===== config.mk =====
export PLATFORM = sky130hd
export DESIGN_NAME = ram_uart_dumper_flat
export DESIGN_NICKNAME = d
export VERILOG_FILES = /design/src/rtl/ram_uart_dumper_pkg.sv /design/src/rtl/ram_uart_dumper_if.sv /design/src/rtl/uart_tx_serializer.sv /design/src/rtl/ram_uart_dumper.sv /design/src/flat_wrapper.sv
export SDC_FILE = /design/constraint.sdc
export NUM_CORES = 1
export LEC_CHECK = 0
export CAP_MARGIN = 10
export CORE_MARGIN = 2
export CORE_UTILIZATION = 30
export CTS_CLUSTER_DIAMETER = 50
export DETAILED_ROUTE_END_ITERATION = 6
export REMOVE_ABC_BUFFERS = 1
export SLEW_MARGIN = 0
export SYNTH_ARGS = -nofsm -noshare
export SYNTH_HDL_FRONTEND = slang
export SYNTH_SLANG_ARGS = --single-unit

===== constraint.sdc =====
create_clock -name clk -period 3.8 [get_ports clk]
set_clock_uncertainty 0.05 [all_clocks]
set_input_delay 0.76 -clock clk [delete_from_list [all_inputs] [get_ports clk]]
set_output_delay 0.76 -clock clk [all_outputs]
set_load 0.005 [all_outputs]

===== src/rtl/ram_uart_dumper_pkg.sv =====
// Shared definitions for the RAM-to-UART dump engine: FSM states and default sizing.
package ram_uart_dumper_pkg;

    localparam int DEF_CLKS_PER_BIT = 16;
    localparam int DEF_ADDR_W       = 12;

    typedef enum logic [2:0] {
        IDLE      = 3'd0,
        RD_REQ    = 3'd1,
        RD_WAIT   = 3'd2,
        START_BIT = 3'd3,
        DATA_BITS = 3'd4,
        STOP_BIT  = 3'd5,
        DONE      = 3'd6
    } dump_state_e;

endpackage


===== src/rtl/ram_uart_dumper_if.sv =====
// Host/RAM/serial-side signal bundle of the dumper; slave is the dumper, master the host and RAM.
interface ram_uart_dumper_if #(
    parameter int ADDR_W = ram_uart_dumper_pkg::DEF_ADDR_W
) ();

    logic              start;
    logic [ADDR_W-1:0] base_addr;
    logic [ADDR_W-1:0] length;
    logic [ADDR_W-1:0] ram_addr;
    logic              ram_r_en;
    logic [7:0]        ram_data;
    logic              tx;
    logic              busy;
    logic              done;

    modport slave (
        input  start, base_addr, length, ram_data,
        output ram_addr, ram_r_en, tx, busy, done
    );

    modport master (
        output start, base_addr, length, ram_data,
        input  ram_addr, ram_r_en, tx, busy, done
    );

endinterface


===== src/rtl/uart_tx_serializer.sv =====
// 8N1 UART transmitter: start bit, 8 data bits LSB first, stop bit, each CLKS_PER_BIT cycles.
module uart_tx_serializer #(
    parameter int CLKS_PER_BIT = ram_uart_dumper_pkg::DEF_CLKS_PER_BIT
) (
    input  logic       clk,
    input  logic       rst_n,
    input  logic       load,
    input  logic [7:0] data,
    output logic       ready,
    output logic       tx,
    output logic       bit_done,
    output logic [3:0] bit_cnt
);

    localparam logic [15:0] BAUD_LAST = 16'(CLKS_PER_BIT - 1);

    logic [15:0] baud_cnt;
    logic [8:0]  shreg;
    logic        active;

    // load/ready: a byte is taken on a rising edge where load && ready; ready stays low
    // from that edge until the stop bit has been held for its full period.
    assign ready    = !active;
    // bit_cnt: 0 = start bit, 1..8 = data bits, 9 = stop bit.
    assign bit_done = active && (baud_cnt == BAUD_LAST);

    always_ff @(posedge clk) begin
        if (!rst_n) begin
            active   <= 1'b0;
            tx       <= 1'b1;
            baud_cnt <= '0;
            bit_cnt  <= '0;
            shreg    <= '0;
        end else if (!active) begin
            if (load) begin
                active   <= 1'b1;
                shreg    <= {1'b1, data};
                tx       <= 1'b0;
                baud_cnt <= '0;
                bit_cnt  <= '0;
            end
        end else if (baud_cnt == BAUD_LAST) begin
            baud_cnt <= '0;
            if (bit_cnt == 4'd9) begin
                active  <= 1'b0;
                tx      <= 1'b1;
                bit_cnt <= '0;
            end else begin
                bit_cnt <= bit_cnt + 4'd1;
                tx      <= shreg[0];
                shreg   <= {1'b1, shreg[8:1]};
            end
        end else begin
            baud_cnt <= baud_cnt + 16'd1;
        end
    end

endmodule


===== src/rtl/ram_uart_dumper.sv =====
// Reads a byte region from data RAM and streams it out as 8N1 UART frames.
module ram_uart_dumper
    import ram_uart_dumper_pkg::*;
#(
    parameter int CLKS_PER_BIT = DEF_CLKS_PER_BIT,
    parameter int ADDR_W       = DEF_ADDR_W
) (
    input  logic             clk,
    input  logic             rst_n,
    ram_uart_dumper_if.slave bus,
    output dump_state_e      dbg_state
);

    dump_state_e       state;
    logic [ADDR_W-1:0] base_q;
    logic [ADDR_W-1:0] len_q;
    logic [ADDR_W-1:0] idx;
    logic [ADDR_W-1:0] idx_next;

    logic       ser_load;
    logic       ser_ready;
    logic       ser_bit_done;
    logic [3:0] ser_bit_cnt;

    assign idx_next  = idx + 1'b1;
    assign ser_load  = (state == RD_WAIT) && ser_ready;
    assign dbg_state = state;

    uart_tx_serializer #(
        .CLKS_PER_BIT(CLKS_PER_BIT)
    ) u_ser (
        .clk     (clk),
        .rst_n   (rst_n),
        .load    (ser_load),
        .data    (bus.ram_data),
        .ready   (ser_ready),
        .tx      (bus.tx),
        .bit_done(ser_bit_done),
        .bit_cnt (ser_bit_cnt)
    );

    // Outputs are registered alongside the state, so they are set on the transition into
    // the state that owns them; the address wraps naturally at ADDR_W bits.
    always_ff @(posedge clk) begin
        if (!rst_n) begin
            state        <= IDLE;
            base_q       <= '0;
            len_q        <= '0;
            idx          <= '0;
            bus.ram_addr <= '0;
            bus.ram_r_en <= 1'b0;
            bus.busy     <= 1'b0;
            bus.done     <= 1'b0;
        end else begin
            bus.ram_r_en <= 1'b0;
            bus.done     <= 1'b0;
            case (state)
                IDLE: begin
                    if (bus.start) begin
                        base_q   <= bus.base_addr;
                        len_q    <= bus.length;
                        idx      <= '0;
                        bus.busy <= 1'b1;
                        if (bus.length == '0) begin
                            state    <= DONE;
                            bus.done <= 1'b1;
                        end else begin
                            state        <= RD_REQ;
                            bus.ram_r_en <= 1'b1;
                            bus.ram_addr <= bus.base_addr;
                        end
                    end
                end
                RD_REQ:  state <= RD_WAIT;
                RD_WAIT: state <= START_BIT;
                START_BIT: begin
                    if (ser_bit_done) state <= DATA_BITS;
                end
                DATA_BITS: begin
                    if (ser_bit_done && ser_bit_cnt == 4'd8) state <= STOP_BIT;
                end
                STOP_BIT: begin
                    if (ser_bit_done) begin
                        idx <= idx_next;
                        if (idx_next == len_q) begin
                            state    <= DONE;
                            bus.done <= 1'b1;
                        end else begin
                            state        <= RD_REQ;
                            bus.ram_r_en <= 1'b1;
                            bus.ram_addr <= base_q + idx_next;
                        end
                    end
                end
                DONE: begin
                    state    <= IDLE;
                    bus.busy <= 1'b0;
                end
                default: begin
                    state    <= IDLE;
                    bus.busy <= 1'b0;
                end
            endcase
        end
    end

endmodule


===== src/flat_wrapper.sv =====
// flat-port wrapper written by rule: the top's interface ports become plain ports
module ram_uart_dumper_flat import ram_uart_dumper_pkg::*;
#(
    parameter int CLKS_PER_BIT = DEF_CLKS_PER_BIT,
    parameter int ADDR_W       = DEF_ADDR_W
)
  (clk, rst_n, dbg_state, bus_start, bus_base_addr, bus_length, bus_ram_data, bus_ram_addr, bus_ram_r_en, bus_tx, bus_busy, bus_done);
  ram_uart_dumper_if #(.ADDR_W(ADDR_W)) bus_i ();
  input  logic clk;
  input  logic rst_n;
  output dump_state_e dbg_state;
  input wire logic [$bits(bus_i.start)-1:0] bus_start;
  input wire logic [$bits(bus_i.base_addr)-1:0] bus_base_addr;
  input wire logic [$bits(bus_i.length)-1:0] bus_length;
  input wire logic [$bits(bus_i.ram_data)-1:0] bus_ram_data;
  output wire logic [$bits(bus_i.ram_addr)-1:0] bus_ram_addr;
  output wire logic [$bits(bus_i.ram_r_en)-1:0] bus_ram_r_en;
  output wire logic [$bits(bus_i.tx)-1:0] bus_tx;
  output wire logic [$bits(bus_i.busy)-1:0] bus_busy;
  output wire logic [$bits(bus_i.done)-1:0] bus_done;
  assign bus_i.start = bus_start;
  assign bus_i.base_addr = bus_base_addr;
  assign bus_i.length = bus_length;
  assign bus_i.ram_data = bus_ram_data;
  assign bus_ram_addr = bus_i.ram_addr;
  assign bus_ram_r_en = bus_i.ram_r_en;
  assign bus_tx = bus_i.tx;
  assign bus_busy = bus_i.busy;
  assign bus_done = bus_i.done;
  ram_uart_dumper #(.CLKS_PER_BIT(CLKS_PER_BIT), .ADDR_W(ADDR_W)) u_core (.clk(clk), .rst_n(rst_n), .bus(bus_i), .dbg_state(dbg_state));
endmodule

### Word level (Yosys, flattened, before mapping)

Cells that the tools add are included.

| storage, ports and cells | value |
|---|---|
| register bits after elaboration | 85 |
| input bits | 35 |
| output and inout port bits | 19 |
| word-level logic and storage cells | 97 |

| cells by class | value |
|---|---|
| add/subtract/negate cells | 4 |
| equality and inequality tests | 17 |
| multiplexer cells | 46 |
| bitwise operators | 1 |
| reductions and logical operators | 16 |

Operators with widths:

| operator | number |
|---|---|
| 12-bit two-way mux | 6 |
| 16-bit two-way mux | 3 |
| 12-bit one-hot mux with 2 select lines | 2 |
| 9-bit two-way mux | 4 |
| 3-bit two-way mux | 6 |
| 3-bit one-hot mux with 6 select lines | 1 |
| 1-bit two-way mux | 17 |
| 16-bit by 1-bit adder with 16-bit output, second input constant | 1 |
| 16-bit by 4-bit equality test with 1-bit output, second input constant | 1 |
| 4-bit two-way mux | 4 |
| 12-bit by 1-bit adder with 12-bit output, second input constant | 1 |
| 12-bit adder | 1 |
| 12-bit equality test | 1 |
| 12-bit zero test | 1 |
| 4-bit equality test, second input constant | 2 |
| 2-bit by 1-bit inequality test with 1-bit output, second input constant | 4 |
| 2-bit inequality test, second input constant | 4 |
| 3-bit by 2-bit equality test with 1-bit output, second input constant | 2 |
| 3-bit equality test, second input constant | 2 |
| 1-bit one-hot mux with 2 select lines | 3 |
| 2-bit AND reduction | 3 |
| 3-bit AND reduction | 2 |
| 5-bit AND reduction | 1 |
| 5-bit OR reduction | 1 |
| other kinds (8) | 11 |

### Depth between registers and ports, before layout

| logic depth | value |
|---|---|
| depth after elaboration | 5 |
| depth in mapped cells | 14 |
| depth with buffers taken out | 12 |

### By module

A second synthesis with hierarchy kept.

| second synthesis, totals | value |
|---|---|
| cells, all modules | 607 |
| area total of the unflattened synthesis | 5,007.3 um2 |

By module, submodules not included:

| module | instances | cells each | area an instance (um2) | seq. area each (um2) |
|---|---|---|---|---|
| ram_uart_dumper | 1 | 428 | 3,428.3 | 1,081.0 |
| uart_tx_serializer | 1 | 179 | 1,579.0 | 620.6 |

### Worst setup path after synthesis

Ideal clock, no wire load.

| timing | value |
|---|---|
| path kind | reg-to-reg |
| start | register u_core.idx[1] |
| end | register u_core.bus.ram_addr[10] |
| setup time | 0.123 ns |
| arrival | 2.796 ns |
| data required time | 3.627 ns |
| path slack | 0.831 ns |
| stages on the path, launching flop included | 13 |
| path buffers | 1 |
| clock period less this slack | 2.969 ns |
| path through | dfxtp_1 > ha_1 > clkbuf_1 > nand3_1 > xnor2_1 > ha_1 > nand2_1 > o21ai_0 > o31a_1 > o41ai_1 > mux2_2 > o21ai_0 > mux2i_1 |

| between the ends | value |
|---|---|
| word-level cells in the longest chain between the ends | 5 |
| elaborated cells between the ends (all ways) | 8 |
| classes of those cells | add/sub: 2; eq/ne: 2; mux: 3; reduce/logical: 1 |

RTL lines:

| element | line | text |
|---|---|---|
| start, declared | ram_uart_dumper.sv:17 | `logic [ADDR_W-1:0] idx;` |
| start signal, assigned | ram_uart_dumper.sv:84 | `idx <= idx_next;` |
| 12-bit by 1-bit adder with 12-bit output (*) | ram_uart_dumper.sv:25 | `assign idx_next = idx + 1'b1;` |
| 12-bit adder | ram_uart_dumper.sv:91 | `bus.ram_addr <= base_q + idx_next;` |
| 12-bit two-way mux | ram_uart_dumper.sv:85 | `if (idx_next == len_q) begin` |
| 12-bit two-way mux | ram_uart_dumper.sv:83 | `if (ser_bit_done) begin` |
| 12-bit one-hot mux with 2 select lines | ram_uart_dumper.sv:57 | `case (state)` |
| end signal, assigned | ram_uart_dumper.sv:70 | `bus.ram_addr <= bus.base_addr;` |
| end signal, assigned | ram_uart_dumper.sv:91 |  |
| end, declared | ram_uart_dumper_if.sv:18 | `output ram_addr, ram_r_en, tx, busy, done` |

Mark *: on every way between the ends. The rest lies on a longest branch, timed or not. The select of a mux whose other input is x is not followed.
A chain may end at the register's enable or synchronous reset.

### Final worst setup path

| timing | value |
|---|---|
| start | register u_core.idx[0] |
| end | register u_core.bus.ram_addr[10] |

The elaborated chain is that of the path after synthesis.

==> flow_summary.ini <==
[hold_path]
hp-class = reg -> reg

[grt]
overflow = 0
antenna_found_initial = 0
grt_pass1_vias = 4350
grt_max_degree = 31
grt_pass1_wl_mm = 22.5
grt_usage_pct = 15.6

[synthesis]
ys_warn_count = 0
synthArstFlopShare_pct = 0
synth_seq_cells = 85
ys_seq_area_share_pct = 33.3
ys.flop_type = dfxtp_1
avgSynthCellArea_um2 = 7.88
synth_area_mm2 = 0.00511
synth-edff-count = 0
synthCells = 649
ys_types = 71

[detailed_routing]
first_pass_iters = 5
drc = 0
post_drt_wl_per_cell_um = 15.2
drtIter0Drc = 387
finalWirelength_mm = 13.8
ant_nets = 0
routed_via_density = 5.27
via_count = 4783

[pwr]
power.total_uw = 2210
worst_ir_drop_vdd_mv = 0.224
power_density_mw_per_mm2 = 361
p_leak_uw = 0.00231

[layout]
fillers = 1732
drive_gt1_share_pct = 7.12
diodes = 0
syn_to_final_growth_pct = 19.5
final_util_pct = 36.7
layout_commonest_cell = nand2_1
fin_nets = 737
mostFrequentLayoutCells = 104 x nand2_1, 85 x dfxtp_1, 71 x a21oi_1
final_cells = 908
design_area_mm2 = 0.00611

[clock_network]
ctsHoldBuffers = 0
cts_buffers = 9
postCtsSetupRepairBufs = 0
clock_latency_ns = 0.36
cts_htree_levels = 3
cts.repair.resized = 0
path_clk_slew_ns = 0.07
clock_path_buffers = 2
clock-root-buffer = clkbuf_16
cts.sinks = 85
cts_tree = done

[worst_setup_path]
worstSetupPathType = reg -> reg
arrival_ns = 3.54
worstPathRequired_ns = 3.98
start_kind = register
cp-end-kind = register
rrSetupSlack_ns = 0.44
cp_max_fo = 11

[timing]
slew_headroom_pct = 49.0
setup_viol = 0
finalCritPeriodShare_pct = 88.4
clock.fmax_mhz = 298
worst_pin_slew_ns = 0.764
min_period_ns = 3.36
fin_tns_setup_ns = 0
finalHoldViolCount = 0
drv_slew = 0
rsz0062_at_grt = false

[die]
die_y_um = 135
die_w_um = 135
core_area_mm2 = 0.0166
io_pins = 54
dieArea_mm2 = 0.0181
start_util_pct = 30.7
fp-row-count = 47

[placement]
post-dp-hpwl_mm = 9.64
place_inst = 892
globalplace.congestion = 0.812
postPlaceCellArea_mm2 = 0.00583
port_buffers = 53

[job]
maxCapViolations = 0

[outcome]
status = completed
synth_stat cells, types with 8 or more instances:
cell type / instances / area (µm²)
clkbuf_1: 28 / 105
inv_1: 10 / 37.5
xnor2_1: 12 / 105
a21oi_1: 71 / 355
ha_1: 18 / 225
dfxtp_1: 85 / 1700
nand3_1: 22 / 110
nand2b_1: 8 / 50.1
o211ai_1: 8 / 60.1
a311oi_1: 8 / 70.1
and3_1: 12 / 75.1
xor2_1: 11 / 96.3
mux2i_1: 12 / 120
nor3_1: 10 / 50.1
buf_2: 8 / 40.0
nor2_1: 61 / 229
nand2_1: 104 / 390
o21ai_0: 32 / 160
a211oi_1: 13 / 97.6
or3_1: 9 / 56.3
nor4_1: 8 / 50.1
final cells by class:
class / instances / area (µm²) / area share (%)
Tap cell: 220 / 275 / 4.50
Clock buffer: 9 / 225 / 3.68
Inverter: 11 / 41.3 / 0.675
Timing Repair Buffer: 63 / 606 / 9.91
Clock inverter: 7 / 61.3 / 1.00
Sequential cell: 85 / 1700 / 27.8
Multi-Input combinational cell: 513 / 3200 / 52.4
layer usage:
layer  track usage [%]  wire [µm]
met3              3.68        770
met5                 0          0
met2              25.3       6460
met4              4.09        155
met1              20.8       6400
path summary, 6_finish.rpt:
kind,to,cells after the start,from
worst min register to register,u_core.bus.busy$_SDFFE_PN0P_,2,u_core.bus.busy$_SDFFE_PN0P_
worst min-delay path,u_core.bus.busy$_SDFFE_PN0P_,2,u_core.bus.busy$_SDFFE_PN0P_
worst max register to register,u_core.bus.ram_addr[10]$_SDFFE_PN0P_,11,u_core.idx[0]$_SDFFE_PN0P_
worst max-delay path,u_core.bus.ram_addr[10]$_SDFFE_PN0P_,11,u_core.idx[0]$_SDFFE_PN0P_
state kept, by name (all words and copies together) (netlist names):
register / cells
u_core.u_ser.shreg: 9
u_core.u_ser.active: 1
u_core.idx: 12
u_core.bus.ram_r_en: 1
u_core.bus.busy: 1
u_core.dbg_state: 3
u_core.base_q: 12
u_core.len_q: 12
u_core.bus.ram_addr: 12
u_core.u_ser.bit_cnt: 4
u_core.u_ser.tx: 1
u_core.u_ser.baud_cnt: 16
u_core.bus.done: 1
per-stage QoR:
stage / worst slack [ns] / hold WS [ns]
after CTS: 0.482 / 0.413
final: 0.440 / 0.412
after floorplan: 0.852 / 0.387
after global placement: 0.580 / 0.398
after detailed placement: 0.476 / 0.400
after global routing: 0.152 / 0.422
power breakdown:
group | internal (µW) | switching, µW | total, µW
registers | 939 | 39.6 | 979
logic | 160 | 188 | 348
clock network | 459 | 420 | 878
worst max-delay path: stages, from the launching register on:
cell and delay (ns):
dfxtp_1 0.51, ha_1 0.47, nand3_1 0.24, xnor2_1 0.19
ha_1 0.35, nand2_1 0.09, o21ai_0 0.14, o31a_1 0.30
o41ai_1 0.29, mux2_2 0.37, o21ai_0 0.15, mux2i_1 0.09
cells by family (layout without fill, tap and decap cells):
family | Yosys count | after routing | share of synthesized area, %
xor gates and xnor gates | 26 | 26 | 5.31
DFF | 85 | 85 | 33.3
buffers and inverters | 51 | 90 | 4.09
and+or+nand+nor | 278 | 278 | 28.0
AOI/OAI and AO/OA | 177 | 177 | 22.0
muxes | 13 | 13 | 2.57
adders and majority gates | 19 | 19 | 4.80
No activity file was read; power rests on OpenSTA's default activity.
==> variant, RTL diff (same flow settings) <==
The package constant `DEF_ADDR_W` goes from 12 to 14.
--- a/src/rtl/ram_uart_dumper_pkg.sv
+++ b/src/rtl/ram_uart_dumper_pkg.sv
@@ -2,7 +2,7 @@
 package ram_uart_dumper_pkg;
 
     localparam int DEF_CLKS_PER_BIT = 16;
-    localparam int DEF_ADDR_W       = 12;
+    localparam int DEF_ADDR_W       = 14;
 
     typedef enum logic [2:0] {
         IDLE      = 3'd0,
Interface: changed (resized bus_base_addr, bus_length and bus_ram_addr); port bits go from 54 to 60. No check against the original RTL was run, so the function may have changed too.
==> variant against the original RTL <==
- via count grew 0.21%
- area after synthesis grew 8.1%
- sequential cell count grew 8
- design area grew 7.9%
- setup slack lost 0.0020 ns
- wire length grew 0.15%
- global-route usage shrank 1.0 points
Power is not compared: it rests on default switching activity, and its combinational part moved more than twofold at a synthesized area within 25%.
==> variant: results (changes against the original RTL) <==
* Max reg flops at 16 (unchanged)
* Avg Inst Size Synth at 8.08 sq um (+2.6%)
* Met3 Resource Use GR at 4.16% (+0.49 points)
* Clock Pin Slew Worst Setup and Hold Paths at 0.07 ns (about the same)
* Share of cells above drive strength 1 at 5.94% (-1.2 points)
* CTS resizes at 0 (unchanged)
* First-pass DRT Iterations at 5 (unchanged)
* Met1 Use GR at 18.5% (-2.3 points)
* Worst-path fanout max at 8 (-3)
* GRT Total Usage at 14.5% (-1.0 points)
* CTS H-tree lvls at 3 (unchanged)
* Post-synth top cells: 114 x nand2_1, 93 x dfxtp_1, 40 x a21boi_0, 40 x o21ai_0, 39 x a21oi_1
* First-pass GRT wire length at 23100 um (+2.7%)
* Maximum VDD drop at about 0.00031 V
* Total CTS buffers at 9 (unchanged)
* Largest net degree at the start of global routing at 65 (+110%)
* Status: complete, no violations
* Leakage at about 0.0026 uW
* Ranking of synthesized cells by area: dfxtp_1 34%, nand2_1 7.7%, a21boi_0 5.4%, ha_1 4.1%, o21ai_0 3.6%
* Ant diodes at 0 (unchanged)
* Final nets at 777 (+5.4%)
* RePlAce Congestion at 0.875 (+7.8%)
* Arrival time worst endpoint at 3.57 ns (+0.03 ns)
* DR vias at 4793 (+0.21%)
* Clock root buffer: clkbuf_16
* Port bufs at 59 (+11%)
* Sequential share of the synthesized area at 33.7% (+0.40 points)
* Yosys warning total at 0 (unchanged)
* GR Util met2 at 23.6% (-1.7 points)
* Clk buf depth at 2 (unchanged)
* Routed wire length at 13800 um (+0.15%)
* Initial DRC count at 264 (-32%)
* Filler cells at 1914 (+11%)
* Async set-reset flop share out of synthesis at 0% (unchanged)
* Initial antenna violation count at 0 (unchanged)
* Worst slew margin at 51.4% (+2.4 points)
* Distinct cells, synth at 65 (-8.5%)
* Number of global-route vias before repair at 4577 (+5.2%)
* Clock latency on the worst-skew pair at 0.36 ns (about the same)
* DP HPWL at 9870 um (+2.4%)
-- variant: power by group --
group	internal, uW	total (uW)	switching (uW)
clock network	469	921	453
logic	339	730	391
registers	1100	1190	94.4
-- variant: critical path, stage by stage (launching register included) --
cell,delay [ns]
dfxtp_1,0.48
ha_1,0.33
and4_1,0.38
nand3_4,0.14
xnor2_1,0.24
ha_1,0.34
a211o_1,0.31
a21oi_1,0.18
o21bai_1,0.10
a21oi_1,0.16
o31ai_1,0.11
xnor2_1,0.18
o211ai_1,0.09
o211a_1,0.17
-- variant: through the flow --
stage          hold WS [ns]  std cells  worst slack [ns]  instance area (sq um)
4_1_cts               0.425        953             0.266                   6590
3_3_place_gp          0.393        937             0.435                   6290
6_report              0.414        953             0.438                   6590
5_1_grt               0.444        953             0.187                   6590
3_5_place_dp          0.407        937             0.291                   6290
2_1_floorplan         0.390        639             0.493                   5320
-- variant: layout make-up --
class	count	area share [%]
multi-input combinational	538	52.2
inverter	8	0.455
timing repair buffer	69	10.2
tap	229	4.35
clock buffer	9	3.42
clock inverter	7	1.12
sequential	93	28.2
-- variant: path summary, 6_finish.rpt --
path	end	startpoint	cells after the start	slack, ns
worst min-delay path	u_core.bus.ram_addr[2]	u_core.bus.ram_addr[2]	2	0.41
worst max-delay path	u_core.bus.ram_addr[13]	u_core.idx[0]	13	0.44
worst max register to register	u_core.bus.ram_addr[13]	u_core.idx[0]	13	0.44
worst min register to register	u_core.bus.ram_addr[2]	u_core.bus.ram_addr[2]	2	0.41
-- variant: kinds of logic after synthesis --
kind of cell | Yosys count | synth area share (%)
and+or+nand+nor | 283 | 25.8
AOI/OAI and AO/OA | 188 | 22.9
DFF | 93 | 33.7
buffers and inverters | 53 | 4.25
xor gates and xnor gates | 39 | 7.35
adders and majority gates | 19 | 4.44
muxes | 9 | 1.63
-- variant: layer usage --
metal  vias up  routed length (um)
met5         -                   0
li1       2504                   -
met4         0                 270
met3        15                 599
met2        73                6410
met1      2201                6530
